### config.mk
export PLATFORM = sky130hd
export DESIGN_NAME = cpu_tick_controller
export DESIGN_NICKNAME = d
export VERILOG_FILES = /design/src/rtl/cpu_tick_controller.sv
export SDC_FILE = /design/constraint.sdc
export NUM_CORES = 1
export LEC_CHECK = 0
export CORE_MARGIN = 4
export CORE_UTILIZATION = 38
export DETAILED_ROUTE_END_ITERATION = 10
export SYNTH_ARGS = -nofsm -noshare
export SYNTH_HDL_FRONTEND = slang
export SYNTH_SLANG_ARGS = --single-unit
### constraint.sdc
create_clock -name Fast_Clock -period 3.1 [get_ports Fast_Clock]
set_clock_uncertainty 0.15 [all_clocks]
set_input_delay 0.93 -clock Fast_Clock [delete_from_list [all_inputs] [get_ports Fast_Clock]]
set_output_delay 0.93 -clock Fast_Clock [all_outputs]
set_load 0.005 [all_outputs]
### src/rtl/cpu_tick_controller.sv
// cpu_tick_controller: run/step/halt gate that turns Slow_Clock rising edges,
// sampled as data in the Fast_Clock domain, into single-cycle Cpu_Tick enables.
//
// Ports:
//   Fast_Clock   in   sole clock, rising edge
//   Reset        in   synchronous, active-high
//   Slow_Clock   in   divided clock, already registered on Fast_Clock
//   Run_Mode     in   raw slide switch, 1 = free-run, 0 = stopped/step
//   Step_Button  in   raw push button, active-high, bouncy
//   Halt         in   processor halt request (level, unsynchronized)
//   Cpu_Tick     out  registered one-cycle core advance enable
//   Running      out  registered, 1 while in RUN
//   Tick_Count   out  Cpu_Tick pulses issued since reset, wraps silently
module cpu_tick_controller #(
  parameter int unsigned DEBOUNCE_COUNT = 4,
  parameter int unsigned COUNT_WIDTH    = 32
) (
  input  logic                   Fast_Clock,
  input  logic                   Reset,
  input  logic                   Slow_Clock,
  input  logic                   Run_Mode,
  input  logic                   Step_Button,
  input  logic                   Halt,
  output logic                   Cpu_Tick,
  output logic                   Running,
  output logic [COUNT_WIDTH-1:0] Tick_Count
);

  localparam int unsigned DEB_W = (DEBOUNCE_COUNT < 2) ? 1 : $clog2(DEBOUNCE_COUNT + 1);
  localparam logic [DEB_W-1:0] DEB_LAST = DEB_W'(DEBOUNCE_COUNT - 1);

  typedef enum logic [1:0] {
    ST_STOP,
    ST_RUN,
    ST_STEP_PEND
  } state_e;

  state_e                 state_q, state_d;
  logic                   run_meta_q, run_sync_q;
  logic                   step_meta_q, step_sync_q;
  logic                   deb_level_q, deb_level_d;
  logic [DEB_W-1:0]       deb_cnt_q, deb_cnt_d;
  logic                   press_q, press_d;
  logic                   slow_q;
  logic                   cpu_tick_q, cpu_tick_d;
  logic                   running_q, running_d;
  logic [COUNT_WIDTH-1:0] tick_count_q, tick_count_d;
  logic                   rise_c;

  // Slow_q resets high so the divider's reset-high level is not seen as an edge
  assign rise_c = Slow_Clock & ~slow_q;

  // Debouncer: level changes only after DEBOUNCE_COUNT consecutive differing samples
  always_comb begin
    deb_level_d = deb_level_q;
    deb_cnt_d   = '0;
    press_d     = 1'b0;
    if (step_sync_q != deb_level_q) begin
      if (deb_cnt_q == DEB_LAST) begin
        deb_level_d = step_sync_q;
        press_d     = step_sync_q;
      end else begin
        deb_cnt_d = deb_cnt_q + DEB_W'(1);
      end
    end
  end

  // Next state and tick issue; Halt overrides every state
  always_comb begin
    state_d    = state_q;
    cpu_tick_d = 1'b0;
    if (Halt) begin
      state_d = ST_STOP;
    end else begin
      unique case (state_q)
        ST_STOP: begin
          if (run_sync_q)   state_d = ST_RUN;
          else if (press_q) state_d = ST_STEP_PEND;
        end
        ST_RUN: begin
          if (!run_sync_q) state_d = ST_STOP;
          else             cpu_tick_d = rise_c;
        end
        ST_STEP_PEND: begin
          if (run_sync_q) begin
            // Switching to free-run absorbs the pending step
            state_d    = ST_RUN;
            cpu_tick_d = rise_c;
          end else if (rise_c) begin
            state_d    = ST_STOP;
            cpu_tick_d = 1'b1;
          end
        end
        default: state_d = ST_STOP;
      endcase
    end
    running_d    = (state_d == ST_RUN);
    tick_count_d = tick_count_q + COUNT_WIDTH'(cpu_tick_d);
  end

  // State registers
  always_ff @(posedge Fast_Clock) begin
    if (Reset) begin
      state_q      <= ST_STOP;
      run_meta_q   <= 1'b0;
      run_sync_q   <= 1'b0;
      step_meta_q  <= 1'b0;
      step_sync_q  <= 1'b0;
      deb_level_q  <= 1'b0;
      deb_cnt_q    <= '0;
      press_q      <= 1'b0;
      slow_q       <= 1'b1;
      cpu_tick_q   <= 1'b0;
      running_q    <= 1'b0;
      tick_count_q <= '0;
    end else begin
      state_q      <= state_d;
      run_meta_q   <= Run_Mode;
      run_sync_q   <= run_meta_q;
      step_meta_q  <= Step_Button;
      step_sync_q  <= step_meta_q;
      deb_level_q  <= deb_level_d;
      deb_cnt_q    <= deb_cnt_d;
      press_q      <= press_d;
      slow_q       <= Slow_Clock;
      cpu_tick_q   <= cpu_tick_d;
      running_q    <= running_d;
      tick_count_q <= tick_count_d;
    end
  end

  assign Cpu_Tick   = cpu_tick_q;
  assign Running    = running_q;
  assign Tick_Count = tick_count_q;

endmodule

==> results of run 1 <==
## synth_stat cells (all sizes together)
library cell  instances
a211o                 1
a21oi                 4
a2bb2oi               1
and2                  2
and3                  5
and4                  1
clkbuf                5
dfxtp                46
ha                    8
inv                   5
mux2i                 1
nand2                11
nand2b                1
nand3                12
nand4                13
nor2                 38
nor2b                 8
nor3                  4
nor4                  2
nor4b                 2
nor4bb                1
o21a                  1
o21ai                 2
or2                   1
or3                   2
xnor2                 7
xor2                 23
## worst max-delay path: cells and delay by family
kind	cells	cell delay, ns
xor gates and xnor gates	1	0.18
adders and majority gates	1	0.23
and+or+nand+nor	5	0.84
buffers and inverters	3	0.72
## worst paths after layout
check	from	endpoint	slack, ns	depth (start not counted)
worst min register to register	deb_cnt_q[0]	deb_cnt_q[0]	0.27	1
worst max register to register	state_q[0]	Tick_Count[31]	0.53	12
worst max-delay path	Halt	Tick_Count[31]	0.23	10
worst min-delay path	deb_cnt_q[0]	deb_cnt_q[0]	0.27	1
## kinds of logic (layout without fill, tap and decap cells)
group | after synthesis | count (layout)
AOI/OAI and AO/OA | 9 | 9
muxes | 1 | 1
and+or+nand+nor | 103 | 103
DFF | 46 | 46
xor gates and xnor gates | 30 | 30
adders and majority gates | 8 | 8
buffers and inverters | 10 | 64
## stage by stage
step                      utilization  worst slack, ns  instance area [um^2]  hold slack, ns
after floorplan                     -            0.262                  1980           0.249
after global placement          0.516           -0.289                  2520           0.259
after detailed placement        0.516           -0.378                  2520           0.264
after CTS                       0.536           0.0579                  2610           0.276
after global routing            0.544           0.0521                  2660           0.303
final                           0.544            0.229                  2660           0.273
## placed cells by master, fill, tap and decap left out, types with 2 or more instances in the layout
master and n:
sky130_fd_sc_hd__dfxtp_1 46, sky130_fd_sc_hd__nor2_1 38, sky130_fd_sc_hd__clkdlybuf4s50_1 38, sky130_fd_sc_hd__xor2_1 23, sky130_fd_sc_hd__nand2_1 11, sky130_fd_sc_hd__nand3_1 11, sky130_fd_sc_hd__nand4_1 10, sky130_fd_sc_hd__buf_4 10
sky130_fd_sc_hd__nor2b_1 8, sky130_fd_sc_hd__xnor2_1 7, sky130_fd_sc_hd__ha_1 7, sky130_fd_sc_hd__clkbuf_8 6, sky130_fd_sc_hd__inv_1 5, sky130_fd_sc_hd__and3_1 5, sky130_fd_sc_hd__a21oi_1 4, sky130_fd_sc_hd__nand4_4 2
sky130_fd_sc_hd__nor3_4 2, sky130_fd_sc_hd__and2_1 2, sky130_fd_sc_hd__or3_1 2, sky130_fd_sc_hd__o21ai_0 2, sky130_fd_sc_hd__buf_6 2
## report_power, final
part	leakage [nW]	internal (mW)	switching, mW
Sequential	0.372	0.594	0.00180
Combinational	0.620	0.0141	0.0143
Clock	0.0482	0.180	0.191
## layout make-up
type                    instances  area share
clock inverters                 1     0.00189
inverters                       5     0.00707
multi-input cells             151       0.395
well taps                      67      0.0316
repair buffers                 51       0.185
flip-flops and latches         46       0.347
clock buffers                   7      0.0325
## registers in the layout, indices dropped and copies added (netlist names)
register	flops
deb_level_q	1
step_meta_q	1
step_sync_q	1
run_sync_q	1
run_meta_q	1
Tick_Count	32
Cpu_Tick	1
press_q	1
slow_q	1
Running	1
deb_cnt_q	3
state_q	2
## layer usage
metal / global-route usage / vias to the layer above
met2: 0.209 / 32
met4: 0.0557 / 0
met5: 0 / -
met1: 0.173 / 691
li1: - / 806
met3: 0.0482 / 4
## timing repair
| action | CTS | global route |
|---|---|---|
| pin swaps | 0 | 7 |
| resized for setup | 1 | 7 |
| setup endpoints to repair | 6 | 13 |
| setup buffers | 0 | 1 |
==> flow_results.org, run 1 <==
** Final layout
- Registers take 921 um^2.
- Layout cell share with drive strength beyond 1 :: 0.115
- Total area of multi-input combinational cells :: 1050 um^2
- Relative to the synthesized area, the layout overhead comes to 34.2%.
- The number of antenna diodes in the final layout is 0.
- Filler-free cell count of the finished design :: 328
- Number of fillers in the final layout :: 490
- For this run, the post-layout net count is 274.

** Drt
- Violation count after the first detailed-routing iteration :: 83
- Length of the first detailed-routing pass in iterations :: 4
- Summed over all layers, the routed wires come to 3.84 mm.
- Using the TritonRoute via totals, the vias-per-cell ratio works out to 4.67.
- After detailed routing, the average wire length per cell comes to 11.7 um.
- Routed length on met2 :: 1.67 mm
- Post-route antenna net violation count :: 0
- For this block, wires on met1 add up to 1.92 mm.
- Wire segments on met3 add up to 189 um in the final route.
- Uppermost routed layer :: met4
- For this run, design rule violations remaining after detail routing come to 0.
- Via total after detailed routing :: 1,533

** Synth
- Combinational family with the most area after synthesis :: simple AND/OR/NAND/NOR gates
- The share of synthesized area in the top cell type comes to 0.466.
- Leading area contributor after synthesis :: sky130_fd_sc_hd__dfxtp_1
- The share of the Yosys chip area taken by registers is 0.466.
- Number of warnings reported in the yosys synthesis log :: 0
- In the post-synthesis netlist, the biggest area contributors are sky130_fd_sc_hd__dfxtp_1 47%, sky130_fd_sc_hd__xor2_1 10%, sky130_fd_sc_hd__nor2_1 7.2%.
- Of the post-synthesis cell area, the part taken by muxes is 0.00506.
- Mapped Nets :: 221
- Xor/xnor cell area share of the yosys netlist :: 0.133
- The synthesized design contains 46 register bits.
- Of the total synthesized cell area, the portion taken by AND, OR, NAND and NOR gates is 0.299.
- The compound-gate portion of the synthesized area is 0.0278.
- Cell area after synthesis :: 1980 um^2
- A synthesized cell averages 9.56 um^2.
- After technology mapping, the gate count stands at 207.
- Of the total synthesized cell area, the portion taken by full adders, half adders and majority gates is 0.0506.
- The synthesized netlist contains 32 unique library cells.

** Floorplan
- The floorplan step set the die width to 80.2 um.
- The region available for standard cell placement spans 4880 um^2.
- Pin placement for this block handled 40 I/O pins.
- Die Ht :: 80.2 um
- The die covers 6420 um^2.
- Initial cell density of the core :: 0.405
- The initialized floorplan defines 25 standard-cell rows.

** Flow run
- Maxcap violations :: 0

** Pwr
- Total power :: 996 uW
- Maximum ir drop on the vdd rail :: 203 uV
- Power spread over the standard cell area amounts to 375 nW/um^2.
- In this run the static leakage power is 1.04 nW.

** Critical path
- For the worst setup path, the data arrival time is 2.90 ns.
- STA puts the critical path data required time at 3.13 ns.
- Walking the worst path, the cells encountered are clkdlybuf4s50_1 > nor4b_4 > ha_2 > buf_6 > nand4_1 > nor3_4 > buf_4 > nand4_1 > xor2_1 > nor2_1.
- Worst path most repeated cell :: sky130_fd_sc_hd__nand4_1
- Startpoint type of the worst setup path :: primary input
- Crit. End Element :: flip-flop
- Slowest stage delay, CP :: 0.46 ns
- Type of the worst setup path :: in -> reg
- Cell at the slowest stage of the critical path :: sky130_fd_sc_hd__clkdlybuf4s50_1
- In this run the worst path has a maximum fanout of 5.

** Clock network
- Number of buffers inserted during clock tree synthesis :: 5
- TritonCTS clock tree :: built
- Hold repair after CTS inserted 0 buffers.
- After clock tree synthesis, the clock-pin slew on the worst setup and hold paths is 0.08 ns.
- CTS root buffer :: sky130_fd_sc_hd__clkbuf_8
- The clock passes through at most 2 buffers.
- Clock latency on the worst-skew pair, taken at its later pin, is 0.29 ns.
- The clock net in this run drives a total of 46 sinks.
- H-tree levels :: 2

** Status
- The flow ran to the end, and the final reports show no timing, DRC or antenna violations.

** Worst hold path
- The path class of the tightest hold or removal check is reg -> reg.

** GRT
- The via count of the first global-routing pass was 1,470.
- Initial antenna violation count :: 0
- For this run, the total global-route usage over all layers was measured as 0.136.
- Largest net degree at the start of global routing :: 24
- First-pass GRT wire length :: 6.71 mm
- Remaining global-route overflow :: 0

** STA
- Final setup fails :: 0
- In the finished design, the share of the clock period the worst path needs comes to 0.926.
- Final Max Tran Viols :: 0
- Achievable frequency :: 0.348 GHz
- Summed negative setup slack over all endpoints :: 0 ns
- Clock period minus worst slack :: 2.87 ns
- Setup repair after global routing left no endpoint under its margin.
- For the pin with the worst max-slew slack, the measured transition is 0.489 ns.
- Hold Violations, Final :: 0
- Relative slew slack :: 0.673

** Placed design
- Including well taps, the total number of placed cells is 319.
- Final RePlAce weighted congestion :: 0.720
- During placement, the flow inserted port buffers numbering 39.
- Dpl hpwl :: 2.82 mm
Power figures use the tool's default switching activity.
==> run 2, diff against run 1 <==
--- a/config.mk
+++ b/config.mk
@@ -6,8 +6,10 @@
 export NUM_CORES = 1
 export LEC_CHECK = 0
 export CORE_MARGIN = 4
-export CORE_UTILIZATION = 38
+export CORE_UTILIZATION = 50
 export DETAILED_ROUTE_END_ITERATION = 10
+export HOLD_SLACK_MARGIN = 0.08
+export PLACE_DENSITY = 0.78
 export SYNTH_ARGS = -nofsm -noshare
 export SYNTH_HDL_FRONTEND = slang
 export SYNTH_SLANG_ARGS = --single-unit
==> run 2 against run 1 <==
  * Sequential power is essentially flat
  * Clock-buffer cell count is the same
  * Global-route usage grew 3.7 points
  * Setup slack lost 0.15 ns
  * Critical endpoint unchanged
==> flow_results.org, run 2 (synthesis results as in run 1) <==
** Final layout
- The area added between synthesis and finish was 34.9% (was 34.2%).
- Layout Nets :: 275 (was 274)
- Most frequent cells in the layout: 46 x sky130_fd_sc_hd__dfxtp_1, 38 x sky130_fd_sc_hd__nor2_1, 38 x sky130_fd_sc_hd__clkdlybuf4s50_1 (unchanged).
- Layout cell share with drive strength beyond 1 :: 0.115 (about the same)
- Antenna Diode Count :: 0 (unchanged)
- The most common cell after layout, fill and taps aside was sky130_fd_sc_hd__dfxtp_1 (unchanged).
- Number of fillers in the final layout :: 313 (was 490)
- The number of flip-flops in the largest register is 32 (unchanged).

** Critical path
- The category of the worst setup path launch point is a primary input (unchanged).
- The endpoint of the worst-slack reg-to-reg timing path is Tick_Count[31] (unchanged).
- The maximum single-stage delay on the critical path came to 0.47 ns (was 0.46 ns).
- Worst r2r path cells :: 12 (unchanged)
- The cell seen most often among critical-path stages is sky130_fd_sc_hd__nand4_1 (unchanged).
- R2r startpoint :: state_q[0] (unchanged)
- Crit. End Element :: flip-flop (unchanged)
- Cell at the slowest stage of the critical path :: sky130_fd_sc_hd__clkdlybuf4s50_1 (unchanged)
- Worst path cell trace :: clkdlybuf4s50_1 > nor4b_4 > ha_2 > buf_4 > nand4_1 > nor3_4 > buf_12 > nand4_1 > xor2_1 > nor2_1 (was clkdlybuf4s50_1 > nor4b_4 > ha_2 > buf_6 > nand4_1 > nor3_4 > buf_4 > nand4_1 > xor2_1 > nor2_1)
- CP Data Arrival Time :: 3.05 ns (was 2.90 ns)
- FF-to-FF setup slack :: 0.37 ns (was 0.53 ns)
- The critical setup path kind is in -> reg (unchanged).
- Critical Path Fanout Max :: 5 (unchanged)
- The data required time at the worst endpoint came to 3.13 ns (about the same).

** Pwr
- The areal power density over the cells came to 394 nW/um^2 (was 375 nW/um^2).
- The worst vdd rail ir drop came to 337 uV (was 203 uV).
- The leakage power figure is 1.06 nW (was 1.04 nW).

** Clock network
- The count of clock tree sinks came to 46 (unchanged).
- The number of levels in the clock H-tree is 2 (unchanged).
- Number of buffers inserted during clock tree synthesis :: 5 (unchanged)
- The clock latency reported for the late side of the worst-skew pair was 0.29 ns (about the same).
- The TritonCTS clock tree is built (unchanged).
- Clock Path Buffers :: 2 (unchanged)
- CTS root buffer :: sky130_fd_sc_hd__clkbuf_8 (unchanged)
- The clock-pin slew on the worst setup and hold paths came to 0.08 ns (about the same).

** GRT
- The total overflow reported by the global router is 0 (unchanged).
- Initial antenna violation count :: 0 (unchanged)
- The overall routing resource usage came to 0.173 (was 0.136).
- First-pass GRT wire length :: 6.97 mm (was 6.71 mm)
- Number of global-route vias before repair :: 1,556 (was 1,470)
- Largest net degree at the start of global routing :: 28 (was 24)

** Floorplan
- The I/O pin count came to 40 (unchanged).
- Initial cell density of the core :: 0.528 (was 0.405)
- Area of the die :: 5030 um^2 (was 6420 um^2)
- Core Area :: 3740 um^2 (was 4880 um^2)
- The number of standard-cell rows in the floorplan was 22 (was 25).
- Die Ht :: 70.9 um (was 80.2 um)
- Die Wd :: 70.9 um (was 80.2 um)

** STA
- Achievable frequency :: 0.331 GHz (was 0.348 GHz)
- The final worst hold slack came to 0.289 ns (was 0.273 ns).
- Summed negative setup slack over all endpoints :: 0 ns (unchanged)
- Hold Violations, Final :: 0 (unchanged)
- Clock period minus worst slack :: 3.02 ns (was 2.87 ns)
- Relative slew slack :: 0.700 (was 0.673)
- The final-report setup violation count is 0 (unchanged).
- The number of slew-limit violations in the final report came to 0 (unchanged).
- Slew at the pin with the worst max-slew slack :: 0.447 ns (was 0.489 ns)
- Fraction of the cycle the final worst path needs :: 0.976 (was 0.926)

** Placed design
- Final RePlAce weighted congestion :: 0.783 (was 0.720)
- The placed wire-length estimate after detailed placement was 2.81 mm (was 2.82 mm).
- Count of input and output buffers :: 39 (unchanged)

** Drt
- Length of the first detailed-routing pass in iterations :: 4 (unchanged)
- Via total after detailed routing :: 1,588 (was 1,533)
- The detailed-route vias per instance was 5.12 (was 4.67).
- The remaining number of nets flagged by the antenna check after routing came to 0 (unchanged).
- Violation count after the first detailed-routing iteration :: 118 (was 83)
- The number of remaining DRC errors is 0 (unchanged).
- The total wire length after detailed routing was 4.11 mm (was 3.84 mm).
- The detail-routed net length per standard cell is 13.2 um (was 11.7 um).

** Worst hold path
- Hold Path Class :: reg -> reg (unchanged)
- Launch instance of the worst min-delay path :: run_meta_q (was deb_cnt_q[0])
- The worst hold path stage count is 1 (unchanged).
- Capture endpoint of the worst hold path :: run_sync_q (was deb_cnt_q[0])

** Status
- Result of the run: complete, no violations (unchanged).

** Flow run
- Maxcap violations :: 0 (unchanged)
==> run 2: cell types whose count changed in the layout (fill, tap and decap cells not counted) <==
cell	delta
sky130_fd_sc_hd__clkbuf_8	-1
sky130_fd_sc_hd__nand3_4	-1
sky130_fd_sc_hd__clkinv_2	-1
sky130_fd_sc_hd__buf_4	+1
sky130_fd_sc_hd__nand3_2	+1
sky130_fd_sc_hd__bufinv_16	+1
sky130_fd_sc_hd__buf_12	+1
sky130_fd_sc_hd__buf_6	-2
sky130_fd_sc_hd__clkbuf_1	+1
sky130_fd_sc_hd__clkbuf_16	+1
==> run 2: power by group <==
| group | internal [mW] | total [mW] | switching [mW] |
|---|---|---|---|
| Clock | 0.241 | 0.429 | 0.187 |
| Combinational | 0.0135 | 0.0279 | 0.0144 |
| Sequential | 0.594 | 0.596 | 0.00200 |
| Total | 0.849 | 1.05 | 0.204 |
==> run 2: layout make-up <==
cell class	instances	area, um^2	share of cell area
tap	48	60.1	0.0225
inverter	5	18.8	0.00703
sequential	46	921	0.345
clock buffer	7	76.3	0.0286
timing repair buffer	52	520	0.195
clock inverter	1	30.0	0.0113
multi-input combinational	151	1040	0.391
==> run 2: how the worst max path moves through the flow <==
stage,from,end,slack [ns],depth (start not counted)
after floorplan,Slow_Clock,Tick_Count[26],0.26,9
after global placement,Slow_Clock,Tick_Count[14],-0.22,10
after detailed placement,Slow_Clock,Tick_Count[14],-0.38,10
after CTS,Slow_Clock,Tick_Count[26],0.03,11
after global routing,Halt,Tick_Count[31],-0.007,10
final,Halt,Tick_Count[31],0.08,10
==> run 2: per-layer routing <==
layer,track usage,routed length (um)
met1,0.218,1860
met2,0.276,1960
met3,0.0625,236
met4,0.0564,41
met5,0,0
==> run 2: worst max-delay path, delay by kind of cell <==
kind	cells	cell delay [ns]
XOR/XNOR	1	0.18
adder cells (fa/ha/maj)	1	0.23
buffers and inverters	3	0.73
AND/OR/NAND/NOR	5	0.96
==> run 2: what timing repair did <==
item                       4_1_cts  5_1_grt
pin swaps                        0        7
gates resized for setup          1        4
setup endpoints to repair        9       19
setup buffers                    0        1
hold buffers                     0        0
gates cloned                     0        1
==> run 2: per-stage QoR <==
| stage | cell area, um^2 | std cells | utilization | power [mW] | worst slack, ns |
|---|---|---|---|---|---|
| 2_1_floorplan | 1980 | 207 | - | 0.624 | 0.262 |
| 3_3_place_gp | 2500 | 300 | 0.669 | 0.637 | -0.223 |
| 3_5_place_dp | 2500 | 300 | 0.669 | 0.637 | -0.377 |
| 4_1_cts | 2620 | 308 | 0.699 | 1.06 | 0.0314 |
| 5_1_grt | 2670 | 310 | 0.713 | 1.09 | -0.00670 |
| 6_report | 2670 | 310 | 0.713 | 1.05 | 0.0755 |
